File: src/rtl/neuron_mac_sequencer.sv
// Time-multiplexed dense-layer scheduler: one FP32 multiplier and adder shared by all
// neurons; serial dot product + bias + ReLU per node. Optional macro NSEQ_OUT_READY_EN adds out_ready.
module neuron_mac_sequencer #(
    parameter int NUM_IN    = 15,
    parameter int NUM_NODES = 32,
    parameter int AAW       = 4,
    parameter int WAW       = 9,
    parameter int OAW       = 5
) (
    input  logic           clk,
    input  logic           rst_n,
    input  logic           start,
    output logic           busy,
    output logic           done,
    output logic [AAW-1:0] act_addr,
    input  logic [31:0]    act_data,
    output logic [WAW-1:0] w_addr,
    input  logic [31:0]    w_data,
    output logic           out_valid,
    output logic [OAW-1:0] out_addr,
    output logic [31:0]    out_data
`ifdef NSEQ_OUT_READY_EN
    ,
    input  logic           out_ready
`endif
);

    localparam int IW = $clog2(NUM_IN + 1);
    localparam logic [31:0] QNAN = 32'h7FC0_0000;

    typedef enum logic [2:0] {
        S_IDLE,
        S_ISSUE,
        S_DRAIN,
        S_WRITE,
        S_DONE
    } state_t;

    state_t state_q, state_d;

    logic [IW-1:0]  i_q, i_d;
    logic [OAW-1:0] node_q, node_d;
    logic [WAW-1:0] waddr_q, waddr_d;
    logic           tv_q, tv_d;
    logic           tfirst_q, tfirst_d;
    logic           tbias_q, tbias_d;
    logic [31:0]    acc_q, acc_d;
    logic [31:0]    out_q, out_d;

    logic           last_term, last_node, wr_fire, start_ok;
    logic [31:0]    prod_w, addend_w, acc_in_w, sum_w;

    // IEEE-754 single multiply, round-to-nearest-even; subnormals flushed to zero.
    function automatic logic [31:0] fmul(input logic [31:0] a, input logic [31:0] b);
        logic              s, an, bn, ai, bi, az, bz, g, st;
        logic signed [9:0] e;
        logic [47:0]       p;
        logic [22:0]       frac;
        logic [23:0]       r;
        logic [31:0]       res;
        s  = a[31] ^ b[31];
        an = (a[30:23] == 8'hFF) && (a[22:0] != 23'd0);
        bn = (b[30:23] == 8'hFF) && (b[22:0] != 23'd0);
        ai = (a[30:23] == 8'hFF) && (a[22:0] == 23'd0);
        bi = (b[30:23] == 8'hFF) && (b[22:0] == 23'd0);
        az = (a[30:23] == 8'h00);
        bz = (b[30:23] == 8'h00);
        if (an || bn || (ai && bz) || (bi && az)) begin
            res = QNAN;
        end else if (ai || bi) begin
            res = {s, 8'hFF, 23'd0};
        end else if (az || bz) begin
            res = {s, 31'd0};
        end else begin
            e = $signed({2'b00, a[30:23]}) + $signed({2'b00, b[30:23]}) - 10'sd127;
            p = {1'b1, a[22:0]} * {1'b1, b[22:0]};
            if (p[47]) begin
                frac = p[46:24];
                g    = p[23];
                st   = |p[22:0];
                e    = e + 10'sd1;
            end else begin
                frac = p[45:23];
                g    = p[22];
                st   = |p[21:0];
            end
            r = {1'b0, frac} + {23'd0, g & (st | frac[0])};
            if (r[23]) e = e + 10'sd1;
            if (e >= 10'sd255)     res = {s, 8'hFF, 23'd0};
            else if (e <= 10'sd0)  res = {s, 31'd0};
            else                   res = {s, e[7:0], r[22:0]};
        end
        return res;
    endfunction

    // IEEE-754 single add, round-to-nearest-even; subnormals flushed to zero.
    function automatic logic [31:0] fadd(input logic [31:0] a, input logic [31:0] b);
        logic              an, bn, ai, bi, az, bz;
        logic [31:0]       x, y, res;
        logic [7:0]        d8;
        logic [4:0]        sh, lz;
        logic [50:0]       ext;
        logic [26:0]       big, sml, r;
        logic [27:0]       sum;
        logic [23:0]       m;
        logic signed [9:0] e;
        an = (a[30:23] == 8'hFF) && (a[22:0] != 23'd0);
        bn = (b[30:23] == 8'hFF) && (b[22:0] != 23'd0);
        ai = (a[30:23] == 8'hFF) && (a[22:0] == 23'd0);
        bi = (b[30:23] == 8'hFF) && (b[22:0] == 23'd0);
        az = (a[30:23] == 8'h00);
        bz = (b[30:23] == 8'h00);
        if (an || bn || (ai && bi && (a[31] != b[31]))) begin
            res = QNAN;
        end else if (ai) begin
            res = a;
        end else if (bi) begin
            res = b;
        end else if (az && bz) begin
            res = {a[31] & b[31], 31'd0};
        end else if (az) begin
            res = b;
        end else if (bz) begin
            res = a;
        end else begin
            if (a[30:0] >= b[30:0]) begin
                x = a;
                y = b;
            end else begin
                x = b;
                y = a;
            end
            d8  = x[30:23] - y[30:23];
            sh  = (d8 > 8'd27) ? 5'd27 : d8[4:0];
            ext = {1'b1, y[22:0], 27'd0} >> sh;
            sml = {ext[50:25], ext[24] | (|ext[23:0])};
            big = {1'b1, x[22:0], 3'b000};
            e   = $signed({2'b00, x[30:23]});
            if (x[31] == y[31]) begin
                sum = {1'b0, big} + {1'b0, sml};
                if (sum[27]) begin
                    r = {sum[27:2], sum[1] | sum[0]};
                    e = e + 10'sd1;
                end else begin
                    r = sum[26:0];
                end
            end else begin
                r  = big - sml;
                lz = 5'd0;
                for (int unsigned k = 0; k < 27; k++) begin
                    if (r[k]) lz = 5'd26 - 5'(k);
                end
                r = r << lz;
                e = e - $signed({5'd0, lz});
            end
            m = {1'b0, r[25:3]} + {23'd0, r[2] & (r[1] | r[0] | r[3])};
            if (m[23]) e = e + 10'sd1;
            if (r == 27'd0)        res = 32'd0;
            else if (e >= 10'sd255) res = {x[31], 8'hFF, 23'd0};
            else if (e <= 10'sd0)  res = {x[31], 31'd0};
            else                   res = {x[31], e[7:0], m[22:0]};
        end
        return res;
    endfunction

`ifdef NSEQ_OUT_READY_EN
    assign wr_fire = out_ready;
`else
    assign wr_fire = 1'b1;
`endif

    assign last_term = (i_q == IW'(NUM_IN));
    assign last_node = (node_q == OAW'(NUM_NODES - 1));
    assign start_ok  = start && ((state_q == S_IDLE) || (state_q == S_DONE));

    // Accumulate stage: one cycle behind ISSUE, operands straight from the memories.
    assign prod_w   = fmul(act_data, w_data);
    assign addend_w = tbias_q ? w_data : prod_w;
    assign acc_in_w = tfirst_q ? 32'd0 : acc_q;
    assign sum_w    = fadd(acc_in_w, addend_w);

    always_ff @(posedge clk or negedge rst_n) begin
        if (!rst_n) state_q <= S_IDLE;
        else        state_q <= state_d;
    end

    always_comb begin
        state_d = state_q;
        case (state_q)
            S_IDLE:  if (start) state_d = S_ISSUE;
            S_ISSUE: if (last_term) state_d = S_DRAIN;
            S_DRAIN: state_d = S_WRITE;
            S_WRITE: if (wr_fire) state_d = last_node ? S_DONE : S_ISSUE;
            S_DONE:  state_d = start ? S_ISSUE : S_IDLE;
            default: state_d = S_IDLE;
        endcase
    end

    always_comb begin
        busy      = (state_q == S_ISSUE) || (state_q == S_DRAIN) || (state_q == S_WRITE);
        done      = (state_q == S_DONE);
        out_valid = (state_q == S_WRITE);
        act_addr  = ((state_q == S_ISSUE) && !last_term) ? AAW'(i_q) : '0;
    end

    assign w_addr   = waddr_q;
    assign out_addr = node_q;
    assign out_data = out_q;

    always_comb begin
        i_d      = i_q;
        node_d   = node_q;
        waddr_d  = waddr_q;
        tv_d     = 1'b0;
        tfirst_d = 1'b0;
        tbias_d  = 1'b0;
        acc_d    = acc_q;
        out_d    = out_q;
        if (start_ok) begin
            i_d     = '0;
            node_d  = '0;
            waddr_d = '0;
        end
        if (state_q == S_ISSUE) begin
            tv_d     = 1'b1;
            tfirst_d = (i_q == '0);
            tbias_d  = last_term;
            waddr_d  = waddr_q + WAW'(1);
            i_d      = last_term ? '0 : i_q + IW'(1);
        end
        if ((state_q == S_WRITE) && wr_fire) begin
            node_d = last_node ? '0 : node_q + OAW'(1);
        end
        if (tv_q) begin
            acc_d = sum_w;
            // Bias is always the final term, so its sum is the node result.
            if (tbias_q) out_d = sum_w[31] ? 32'd0 : sum_w;
        end
    end

    always_ff @(posedge clk or negedge rst_n) begin
        if (!rst_n) begin
            i_q      <= '0;
            node_q   <= '0;
            waddr_q  <= '0;
            tv_q     <= 1'b0;
            tfirst_q <= 1'b0;
            tbias_q  <= 1'b0;
            acc_q    <= '0;
            out_q    <= '0;
        end else begin
            i_q      <= i_d;
            node_q   <= node_d;
            waddr_q  <= waddr_d;
            tv_q     <= tv_d;
            tfirst_q <= tfirst_d;
            tbias_q  <= tbias_d;
            acc_q    <= acc_d;
            out_q    <= out_d;
        end
    end

endmodule

File: config.mk
export PLATFORM = sky130hd
export DESIGN_NAME = neuron_mac_sequencer
export DESIGN_NICKNAME = d
export VERILOG_FILES = /design/src/rtl/neuron_mac_sequencer.sv
export SDC_FILE = /design/constraint.sdc
export NUM_CORES = 2
export LEC_CHECK = 0
export ABC_AREA = 1
export CORE_UTILIZATION = 44
export DETAILED_ROUTE_END_ITERATION = 10
export SYNTH_ARGS = -nofsm -noshare
export SYNTH_HDL_FRONTEND = slang
export SYNTH_SLANG_ARGS = --single-unit
File: constraint.sdc
create_clock -name clk -period 13.7 [get_ports clk]
set_clock_uncertainty 0.2 [all_clocks]
set_input_delay 2.74 -clock clk [delete_from_list [all_inputs] [get_ports clk]]
set_output_delay 2.74 -clock clk [all_outputs]
set_load 0.01 [all_outputs]
==> metrics.txt <==
Mapped Nets=7,045; slew at the pin closest to its max-slew limit=1.22 ns; endpoint of the worst hold path=acc_q[0]; commonest non-fill, non-tap cells in the layout=sky130_fd_sc_hd__nand2_1 (1,804), sky130_fd_sc_hd__buf_4 (1,265), sky130_fd_sc_hd__inv_1 (1,240); portion of the clock cycle consumed by the worst path in the final layout=146%; remaining global-route overflow=0; post-route DRC violation count=0; R2R Path Start=tfirst_q; largest net degree at the start of global routing=85; # clock sinks=87; maximum capacitance violations=0; Post-Layout Inst Area=57,600 um^2; critical path class=in2reg; minimum setup slack in the final design=-6.32 ns; failing checks=negative setup slack; Avg WL per Cell=18.9 um; number of hold violations in the final report=0; wirelength, routed=165 mm; most common library cell in the layout ignoring fill and taps=sky130_fd_sc_hd__nand2_1; effective utilization at floorplan=44.6%; total number of yosys warnings=0; Buf/Inv on CP=61; clock edge transition at the registers on the reported setup and hold paths=0.07 ns; delay contributed by the slowest stage of the critical path=0.57 ns; area taken by flip-flops and latches=2180 um^2; number of different library cells in the post-synthesis netlist=70; Core Area=87,200 um^2; unrepaired setup endpoints after global routing=true; terminus of the critical flop-to-flop path=out_data[18]; ys flop type=sky130_fd_sc_hd__dfrtp_1; Worst EP required=13.78 ns; number of synthesized flops with an enable pin=0; Cells on Worst Hold Path=2; length in cells of the worst reg-to-reg path=78; standard cell with the maximum stage delay on the critical path=sky130_fd_sc_hd__fa_2; number of top-level pins=120; Final Slew Violations=0; first-pass GRT wire length=255 mm; CP arrival=20.09 ns; minimum clock period=20.02 ns; sequential fraction of the synthesis area=5.61%; GRT Overall Usage=36.3%; deepest level of the CTS H-tree=3; status=finished with violations; Gate Count Post-Synth=6,206; GP Congestion=1.03; synthesis-stage register bit count=87; detailed placement HPWL=122 mm; number of antenna cells inserted=0; latest clock arrival within the worst-skew pair=0.34 ns; CTS tree=yes; Die Footprint=89,400 um^2; async set or reset register ratio after synthesis=100%; logic depth of the worst setup path including buffers=122; DRC violation total after the first TritonRoute iteration=4,621; placed cell areas=50,200 um^2; Die Ht=299 um; mapped cell area=38,800 um^2; multi-input logic area=34,100 um^2; TritonCTS Buffers=9; proportion of layout cells with a drive suffix above 1=32.3%; Worst Setup Start Kind=primary input; number of antenna violations at the first check in global routing=2; die span in x=299 um; Slew headroom=18.1%; number of vias per cell after detailed routing=5.28; Avg Inst Size Synth=6.26 um^2; via count of the first global-routing pass=45,400; number of hold buffers added after cts=0; CTS Root Cell=sky130_fd_sc_hd__clkbuf_16; FILL cells=7,585; maximum clock insertion buffer count=2; standard-cell row count=108; register-to-register setup slack=2.07 ns; most frequent cell on the critical path=sky130_fd_sc_hd__buf_4; Antenna Nets Post-Route=0; final setup fails=63; critical path capture point type=register; number of nets in the layout=8,396; Port-buffer cells=118; Area Overhead vs Synth=48.5%; Min-Delay Path Class=reg2reg; vias post-DR=46,100; Hold Crit Start=acc_q[0]; First-pass DRT Iterations=6; Fmax=0.0500 GHz; largest delay contributor family on the critical path=buffers and inverters; worst-path maximum fanout=6
routing by layer:
layer	routed length, um	track usage (%)	share of wire, %	vias to the layer above
met5	0	0	0	-
met4	6850	11.4	4.2	0
met3	18000	7.17	11	436
met2	70000	54.9	43	2306
met1	69800	52.0	42	21800
li1	-	-	-	21500
state kept, by name, indices dropped and copies added (netlist names):
signal	flops
tbias_q	1
tv_q	1
out_data	31
tfirst_q	1
state_q	3
i_q	4
acc_q	32
out_addr	5
w_addr	9
cells in the mapped netlist, types with 30 or more instances:
cell                       instances  area, um^2
sky130_fd_sc_hd__nand2_1        2030        7620
sky130_fd_sc_hd__inv_1          1343        5040
sky130_fd_sc_hd__nand3_1         518        2590
sky130_fd_sc_hd__fa_1            485        9710
sky130_fd_sc_hd__nor2_1          303        1140
sky130_fd_sc_hd__ha_1            287        3590
sky130_fd_sc_hd__clkbuf_1        176         661
sky130_fd_sc_hd__o21ai_0         157         786
sky130_fd_sc_hd__a21oi_1         139         696
sky130_fd_sc_hd__nand4_1         116         726
sky130_fd_sc_hd__dfrtp_1          87        2180
sky130_fd_sc_hd__xor2_1           84         736
sky130_fd_sc_hd__inv_2            39         146
sky130_fd_sc_hd__nor3_1           39         195
sky130_fd_sc_hd__o21ai_1          38         190
sky130_fd_sc_hd__nand2_2          35         219
sky130_fd_sc_hd__nor4_1           31         194
sky130_fd_sc_hd__buf_2            30         150
final cells by class:
class	count	share of cell area [%]
multi-input cells	4486	59.1
well taps	1155	2.51
clock buffers	12	0.428
inverters	1395	9.17
clock inverters	4	0.0933
flip-flops and latches	87	3.78
repair buffers	1578	24.9
logic make-up after synthesis:
group                      Yosys count  share of synthesized area (%)
other                                1                        0.00966
DFF                                 87                           5.61
xor gates and xnor gates           109                           2.55
and+or+nand+nor                   3158                           34.8
buffers and inverters             1637                           16.4
muxes                                1                         0.0258
adders and majority gates          772                           34.2
AOI/OAI and AO/OA                  441                           6.40
per-stage QoR:
step	hold slack, ns	setup TNS, ns	utilization (%)	instances	worst slack (ns)
3_5_place_dp	0.265	-437.65	57.6	8358	-7.06
6_report	0.279	-393.06	66.1	8717	-6.32
5_1_grt	0.300	-443.41	66.1	8717	-7.12
2_1_floorplan	0.249	-297.65	-	6206	-4.80
4_1_cts	0.282	-347.00	63.8	8641	-5.57
3_3_place_gp	0.262	-432.11	57.6	8358	-6.97
how the worst max path moves through the flow:
| stage | startpoint | to | slack (ns) |
|---|---|---|---|
| after floorplan | w_data[5] | acc_q[28] | -4.80 |
| after global placement | w_data[0] | out_data[22] | -6.97 |
| after detailed placement | w_data[0] | out_data[1] | -7.06 |
| after CTS | w_data[12] | out_data[0] | -5.57 |
| after global routing | w_data[7] | out_data[21] | -7.12 |
| final | act_data[16] | out_data[18] | -6.32 |
worst reg2reg max path: cells and delay by family (launching register included):
family	cells	cell delay (ns)
buf+inv	46	6.16
xor+xnor	2	0.38
compound gates	9	1.27
fa+ha+maj	3	0.83
flops	1	0.49
simple gates	18	2.28
timing repair:
item | 4_1_cts | 5_1_grt
setup buffers | 219 | 79
setup endpoints to repair | 63 | 63
gates resized for setup | 824 | 426
gates cloned | 48 | 3
pin swaps | 261 | 252
Power is not shown: default switching activity piles up to over one toggle a cycle in this logic, so the estimate is an artifact.
